<file path="src/rtl/fetch_pkg.sv">
// Shared types for the instruction fetch stage: FSM states, FIFO entry layout
// and the default address/instruction width.
package fetch_pkg;

   localparam int XLEN_DEFAULT = 32;

   typedef enum logic [1:0] {
      IDLE,
      WAIT,
      DROP
   } fetch_state_t;

   typedef struct packed {
      logic [XLEN_DEFAULT-1:0] pc;
      logic [XLEN_DEFAULT-1:0] instr;
   } fetch_entry_t;

endpackage

</file>
<file path="src/rtl/fetch_if.sv">
// Bundle of the PC, instruction-memory and decode handshake signals around the
// fetch stage. The fetch unit sits on the master side; PC/memory/decode on slave.
interface fetch_if import fetch_pkg::*; #(
   parameter int XLEN = XLEN_DEFAULT
);

   logic [XLEN-1:0] pc;
   logic            pc_adv;
   logic            flush;

   logic            imem_req;
   logic [XLEN-1:0] imem_addr;
   logic            imem_gnt;
   logic            imem_rvalid;
   logic [XLEN-1:0] imem_rdata;

   logic            dec_valid;
   logic            dec_ready;
   logic [XLEN-1:0] dec_instr;
   logic [XLEN-1:0] dec_pc;

   modport master (
      input  pc, flush, imem_gnt, imem_rvalid, imem_rdata, dec_ready,
      output pc_adv, imem_req, imem_addr, dec_valid, dec_instr, dec_pc
   );

   modport slave (
      output pc, flush, imem_gnt, imem_rvalid, imem_rdata, dec_ready,
      input  pc_adv, imem_req, imem_addr, dec_valid, dec_instr, dec_pc
   );

endinterface

</file>
<file path="src/rtl/fetch_fifo.sv">
// Small show-ahead FIFO holding fetched {pc, instr} entries. The head reads as
// zero while empty so decode never sees stale storage contents.
module fetch_fifo import fetch_pkg::*; #(
   parameter int  DEPTH   = 4,
   parameter type entry_t = fetch_entry_t,
   localparam int AW      = $clog2(DEPTH),
   localparam int CW      = $clog2(DEPTH + 1)
) (
   input  logic          clk,
   input  logic          rst_n,
   input  logic          push,
   input  entry_t        push_data,
   input  logic          pop,
   input  logic          clear,
   output entry_t        head,
   output logic          full,
   output logic          empty,
   output logic [CW-1:0] count
);

   entry_t          mem [DEPTH];
   logic [AW-1:0]   wr_ptr;
   logic [AW-1:0]   rd_ptr;

   assign empty = (count == '0);
   assign full  = (count == CW'(DEPTH));
   assign head  = empty ? '0 : mem[rd_ptr];

   // Storage array is written on push only; it carries no reset.
   always_ff @(posedge clk) begin
      if (push) mem[wr_ptr] <= push_data;
   end

   // Pointer and occupancy bookkeeping; clear empties the FIFO in one cycle.
   always_ff @(posedge clk) begin
      if (!rst_n || clear) begin
         wr_ptr <= '0;
         rd_ptr <= '0;
         count  <= '0;
      end else begin
         if (push) wr_ptr <= wr_ptr + AW'(1);
         if (pop)  rd_ptr <= rd_ptr + AW'(1);
         case ({push, pop})
            2'b10:   count <= count + CW'(1);
            2'b01:   count <= count - CW'(1);
            default: count <= count;
         endcase
      end
   end

endmodule

</file>
<file path="src/rtl/fetch_unit.sv">
// Instruction fetch stage: one outstanding instruction-memory read at a time,
// returned words buffered with their PC, branch flush discards everything.
module fetch_unit import fetch_pkg::*; #(
   parameter int DEPTH = 4,
   parameter int XLEN  = XLEN_DEFAULT
) (
   input  logic     clk,
   input  logic     rst_n,
   fetch_if.master  bus
);

   localparam int CW = $clog2(DEPTH + 1);

   typedef struct packed {
      logic [XLEN-1:0] pc;
      logic [XLEN-1:0] instr;
   } entry_t;

   fetch_state_t    state;
   logic [XLEN-1:0] pc_q;
   logic [CW-1:0]   count;
   logic [CW:0]     used;
   logic            full;
   logic            empty;
   logic            req;
   logic            grant;
   logic            push;
   logic            pop;
   logic            head_valid;
   entry_t          push_entry;
   entry_t          head;

   // An in-flight request already owns a FIFO slot, so it counts as used.
   assign used       = {1'b0, count} + {{CW{1'b0}}, (state != IDLE)};
   assign req        = rst_n & !bus.flush & (used < (CW+1)'(DEPTH)) &
                       ((state == IDLE) | ((state == WAIT) & bus.imem_rvalid));
   assign grant      = req & bus.imem_gnt;
   assign push       = rst_n & (state == WAIT) & bus.imem_rvalid & !bus.flush & !full;
   assign head_valid = rst_n & !empty & !bus.flush;
   assign pop        = head_valid & bus.dec_ready;
   assign push_entry = '{pc: pc_q, instr: bus.imem_rdata};

   assign bus.imem_req  = req;
   assign bus.imem_addr = bus.pc;
   assign bus.pc_adv    = grant;
   assign bus.dec_valid = head_valid;
   assign bus.dec_instr = head.instr;
   assign bus.dec_pc    = head.pc;

   fetch_fifo #(
      .DEPTH   (DEPTH),
      .entry_t (entry_t)
   ) u_fifo (
      .clk       (clk),
      .rst_n     (rst_n),
      .push      (push),
      .push_data (push_entry),
      .pop       (pop),
      .clear     (bus.flush),
      .head      (head),
      .full      (full),
      .empty     (empty),
      .count     (count)
   );

   // Request tracking FSM; pc_q remembers the address of the outstanding read.
   always_ff @(posedge clk) begin
      if (!rst_n) begin
         state <= IDLE;
         pc_q  <= '0;
      end else begin
         case (state)
            IDLE: begin
               if (grant) begin
                  state <= WAIT;
                  pc_q  <= bus.pc;
               end
            end
            WAIT: begin
               if (bus.imem_rvalid) begin
                  if (grant) begin
                     state <= WAIT;
                     pc_q  <= bus.pc;
                  end else begin
                     state <= IDLE;
                  end
               end else if (bus.flush) begin
                  state <= DROP;
               end
            end
            DROP: begin
               if (bus.imem_rvalid) state <= IDLE;
            end
            default: state <= IDLE;
         endcase
      end
   end

endmodule

</file>
<file path="src/flat_wrapper.sv">
// flat-port wrapper written by rule: the top's interface ports become plain ports
module fetch_unit_flat import fetch_pkg::*;
#(
   parameter int DEPTH = 4,
   parameter int XLEN  = XLEN_DEFAULT
)
  (clk, rst_n, bus_pc, bus_flush, bus_imem_gnt, bus_imem_rvalid, bus_imem_rdata, bus_dec_ready, bus_pc_adv, bus_imem_req, bus_imem_addr, bus_dec_valid, bus_dec_instr, bus_dec_pc);
  fetch_if #(.XLEN(XLEN)) bus_i ();
  input  logic clk;
  input  logic rst_n;
  input wire logic [$bits(bus_i.pc)-1:0] bus_pc;
  input wire logic [$bits(bus_i.flush)-1:0] bus_flush;
  input wire logic [$bits(bus_i.imem_gnt)-1:0] bus_imem_gnt;
  input wire logic [$bits(bus_i.imem_rvalid)-1:0] bus_imem_rvalid;
  input wire logic [$bits(bus_i.imem_rdata)-1:0] bus_imem_rdata;
  input wire logic [$bits(bus_i.dec_ready)-1:0] bus_dec_ready;
  output wire logic [$bits(bus_i.pc_adv)-1:0] bus_pc_adv;
  output wire logic [$bits(bus_i.imem_req)-1:0] bus_imem_req;
  output wire logic [$bits(bus_i.imem_addr)-1:0] bus_imem_addr;
  output wire logic [$bits(bus_i.dec_valid)-1:0] bus_dec_valid;
  output wire logic [$bits(bus_i.dec_instr)-1:0] bus_dec_instr;
  output wire logic [$bits(bus_i.dec_pc)-1:0] bus_dec_pc;
  assign bus_i.pc = bus_pc;
  assign bus_i.flush = bus_flush;
  assign bus_i.imem_gnt = bus_imem_gnt;
  assign bus_i.imem_rvalid = bus_imem_rvalid;
  assign bus_i.imem_rdata = bus_imem_rdata;
  assign bus_i.dec_ready = bus_dec_ready;
  assign bus_pc_adv = bus_i.pc_adv;
  assign bus_imem_req = bus_i.imem_req;
  assign bus_imem_addr = bus_i.imem_addr;
  assign bus_dec_valid = bus_i.dec_valid;
  assign bus_dec_instr = bus_i.dec_instr;
  assign bus_dec_pc = bus_i.dec_pc;
  fetch_unit #(.DEPTH(DEPTH), .XLEN(XLEN)) u_core (.clk(clk), .rst_n(rst_n), .bus(bus_i));
endmodule
</file>
<file path="config.mk">
export PLATFORM = sky130hd
export DESIGN_NAME = fetch_unit_flat
export DESIGN_NICKNAME = d
export VERILOG_FILES = /design/src/rtl/fetch_pkg.sv /design/src/rtl/fetch_if.sv /design/src/rtl/fetch_fifo.sv /design/src/rtl/fetch_unit.sv /design/src/flat_wrapper.sv
export SDC_FILE = /design/constraint.sdc
export NUM_CORES = 1
export LEC_CHECK = 0
export BUFFER_PORTS_ARGS = -buffer_cell sky130_fd_sc_hd__buf_2
export CORE_MARGIN = 2
export CORE_UTILIZATION = 57
export DETAILED_ROUTE_END_ITERATION = 16
export PLACE_DENSITY = 0.83
export SLEW_MARGIN = 0
export SYNTH_ARGS = -nofsm -noshare
export SYNTH_HDL_FRONTEND = slang
export SYNTH_HIERARCHICAL = 1
export SYNTH_SLANG_ARGS = --single-unit
export TNS_END_PERCENT = 50
</file>
<file path="constraint.sdc">
create_clock -name clk -period 5.9 [get_ports clk]
set_input_delay 1.77 -clock clk [delete_from_list [all_inputs] [get_ports clk]]
set_output_delay 1.77 -clock clk [all_outputs]
set_load 0.01 [all_outputs]
</file>
==> results_dict.tcl <==
set metrics [dict create \
    die_h_um 148 \
    busiest_layer "met2" \
    post-cts-setup-buffer-count 0 \
    cp_data_required_time_ns 4.13 \
    syn-num-nets 713 \
    ctsHoldBuffers 0 \
    ir_worst_vdd_v 0.000220 \
    grt_first_pass_wirelength_um 33800 \
    design_power_total_mw 4.09 \
    first_iter_violations 341 \
    ant_nets 0 \
    vias 5898 \
    setup_viol 0 \
    arrival_ns 2.78 \
    numCtsBuffers 29 \
    routedWlPerCell_um 20.5 \
    grt_overflow 0 \
    post-route-period-util_pct 77.1 \
    path_delay_family "flip-flops" \
    period_minus_slack_ns 4.55 \
    hold_viol 0 \
    status "finished clean" \
    path_buf_inv 2 \
    grt_antenna_before_repair 2 \
    port_buffers 168 \
    cts_buffer_depth 3 \
    p_leak_nw 4.96 \
    cts-root-buf "clkbuf_16" \
    cp_slowest_cell "dfxtp_4" \
    max_freq_mhz 220 \
    critical_path_cell_count 4 \
    area_growth_pct 14.3 \
    end_kind "output port" \
    die_area_sq_um 21800 \
    crit_type "reg2out" \
    ys_seq_area_share_pct 72.6 \
    critical_path.max_fanout 41 \
    start_util_pct 58.1 \
    design.portCount 169 \
    die_w_um 148 \
    num-nets-final 857 \
    syn-mean-instance-area_sq_um 18.5 \
    drv_cap 0 \
    min_path_type "reg2reg" \
    maxSlewViolCount 0 \
    dp_slack_ns 1.36 \
    path_clk_slew_ns 0.06 \
    met1_usage_pct 27.4 \
    synth.distinct_cells 33 \
    cts_tree "yes" \
    setup_slack_ns 1.35 \
    place_congestion 0.754 \
    placeableCoreArea_sq_um 20200 \
    timing.setup.tns_ns 0 \
    clock_latency_ns 0.54 \
    powerDensity_nw_per_um2 304 \
    drc 0 \
    slew_headroom_pct 31.5 \
    tightest_slew_ns 1.03 \
    post_cts_resized 0 \
    use_met2_pct 35.2 \
    crit_chain "buf_4 -> mux4_2 -> nor2b_1 -> buf_2" \
    grt_max_degree 65 \
    start_kind "flop" \
    synthesis.instances 637 \
    dpl.hpwl_um 12500 \
    num_rows 52 \
    r2r_cells 6 \
    mostFrequentLayoutCell "edfxtp_1" \
    numClockSinks 299 \
    viasPerCell 5.49 \
    routed_wl_um 22000 \
    synth_area_sq_um 11800 \
    htreeDepth 1 \
    first_global_vias 6264 \
    track_usage_pct 20.4 \
    cpPeakStageDelay_ns 0.89 \
    finClkSkew_ns 0.0156 \
    final_cell_mix "edfxtp_1 (256), buf_2 (168), mux4_2 (64), nor2b_1 (64)" \
    use_met3_pct 3.30 \
    ys_warn_count 6 \
    drive_above_1_share_pct 35.2 \
    first_pass_iters 7 \
    rsz0062_at_grt "false" \
    synth_seq_cells 299 \
    worstHoldPathCells 0 \
]
==> power by group <==
group	internal, mW	switching (mW)
registers	2.30	0.0144
logic	0.0404	0.0543
clock network	0.964	0.717
==> layout make-up <==
type | instances | area (sq um)
Sequential cell | 299 | 8560
Fill cell | 1354 | 6790
Multi-Input combinational cell | 245 | 2680
Timing Repair Buffer | 174 | 886
Clock buffer | 51 | 848
Tap cell | 270 | 338
Inverter | 32 | 123
Clock inverter | 2 | 12.5
Antenna cell | 1 | 2.50
==> cell families (layout without fill, tap and decap cells) <==
| logic type | count (synthesis) | count (layout) | synth area share (%) |
|---|---|---|---|
| flops | 299 | 299 | 72.6 |
| simple gates | 129 | 129 | 6.01 |
| mux | 97 | 97 | 15.1 |
| buf+inv | 93 | 259 | 4.67 |
| compound gates | 8 | 8 | 0.542 |
| fa+ha+maj | 6 | 6 | 0.702 |
| xor+xnor | 5 | 5 | 0.372 |
| other cells | 0 | 1 | 0 |
==> cell usage after synthesis <==
cell,instances,area [sq um]
nor2b_1,64,400
fa_1,1,20.0
inv_1,31,116
buf_4,32,240
edfxtp_1,256,7690
xor2_1,3,26.3
and2_1,5,31.3
nor4b_4,1,23.8
nor2_1,8,30.0
nor3b_1,2,15.0
a21oi_1,3,15.0
ha_1,5,62.6
inv_4,1,6.26
and3_1,1,6.26
nand2_1,41,154
xnor2_1,2,17.5
a21boi_1,1,7.51
o211ai_4,1,21.3
o21ai_0,1,5.00
or3_1,1,6.26
clkbuf_1,12,45.0
nor4_1,2,12.5
nand2b_1,1,6.26
and3b_1,1,8.76
nor3_1,1,5.00
nand3b_1,1,7.51
mux2i_1,33,330
o21a_1,2,15.0
buf_6,9,101
mux4_2,64,1440
dfxtp_1,43,861
clkbuf_2,1,5.00
buf_2,7,35.0
==> metal layers <==
layer | vias to the layer above | part of all wire (%) | wire, um
li1 | 2653 | - | -
met1 | 2993 | 41 | 9010
met2 | 216 | 51 | 11300
met3 | 34 | 6.0 | 1330
met4 | 2 | 1.8 | 403
met5 | - | 0.059 | 13
==> worst paths after layout <==
| check | slack (ns) | end | startpoint |
|---|---|---|---|
| max reg2reg | 3.28 | u_core/u_fifo/mem[2][4] | u_core/u_fifo/count[1] |
| min reg2reg | 0.50 | u_core/u_fifo/mem[0][40] | u_core/pc_q[8] |
| max | 1.35 | bus_dec_instr[28] | flop |
| min | 0.50 | u_core/u_fifo/mem[0][40] | u_core/pc_q[8] |
==> stage by stage <==
step	std cells	cell area [sq um]	util [%]	hold slack, ns
CTS	1073	13400	66.5	0.504
global route	1074	13400	66.5	0.520
floorplan	637	11800	-	0.460
detailed placement	1020	12600	62.2	0.491
global placement	1020	12600	62.2	0.469
finish	1074	13400	66.5	0.497
==> registers in the layout, indices dropped and copies added, names as in the netlist, named ones only <==
register and count:
u_core/u_fifo/mem 256, u_core/pc_q 32, u_core/u_fifo/count 3, u_core/state 2, u_core/u_fifo/rd_ptr 2, u_core/u_fifo/wr_ptr 2
Note: power is estimated with default switching activity, not from simulation.
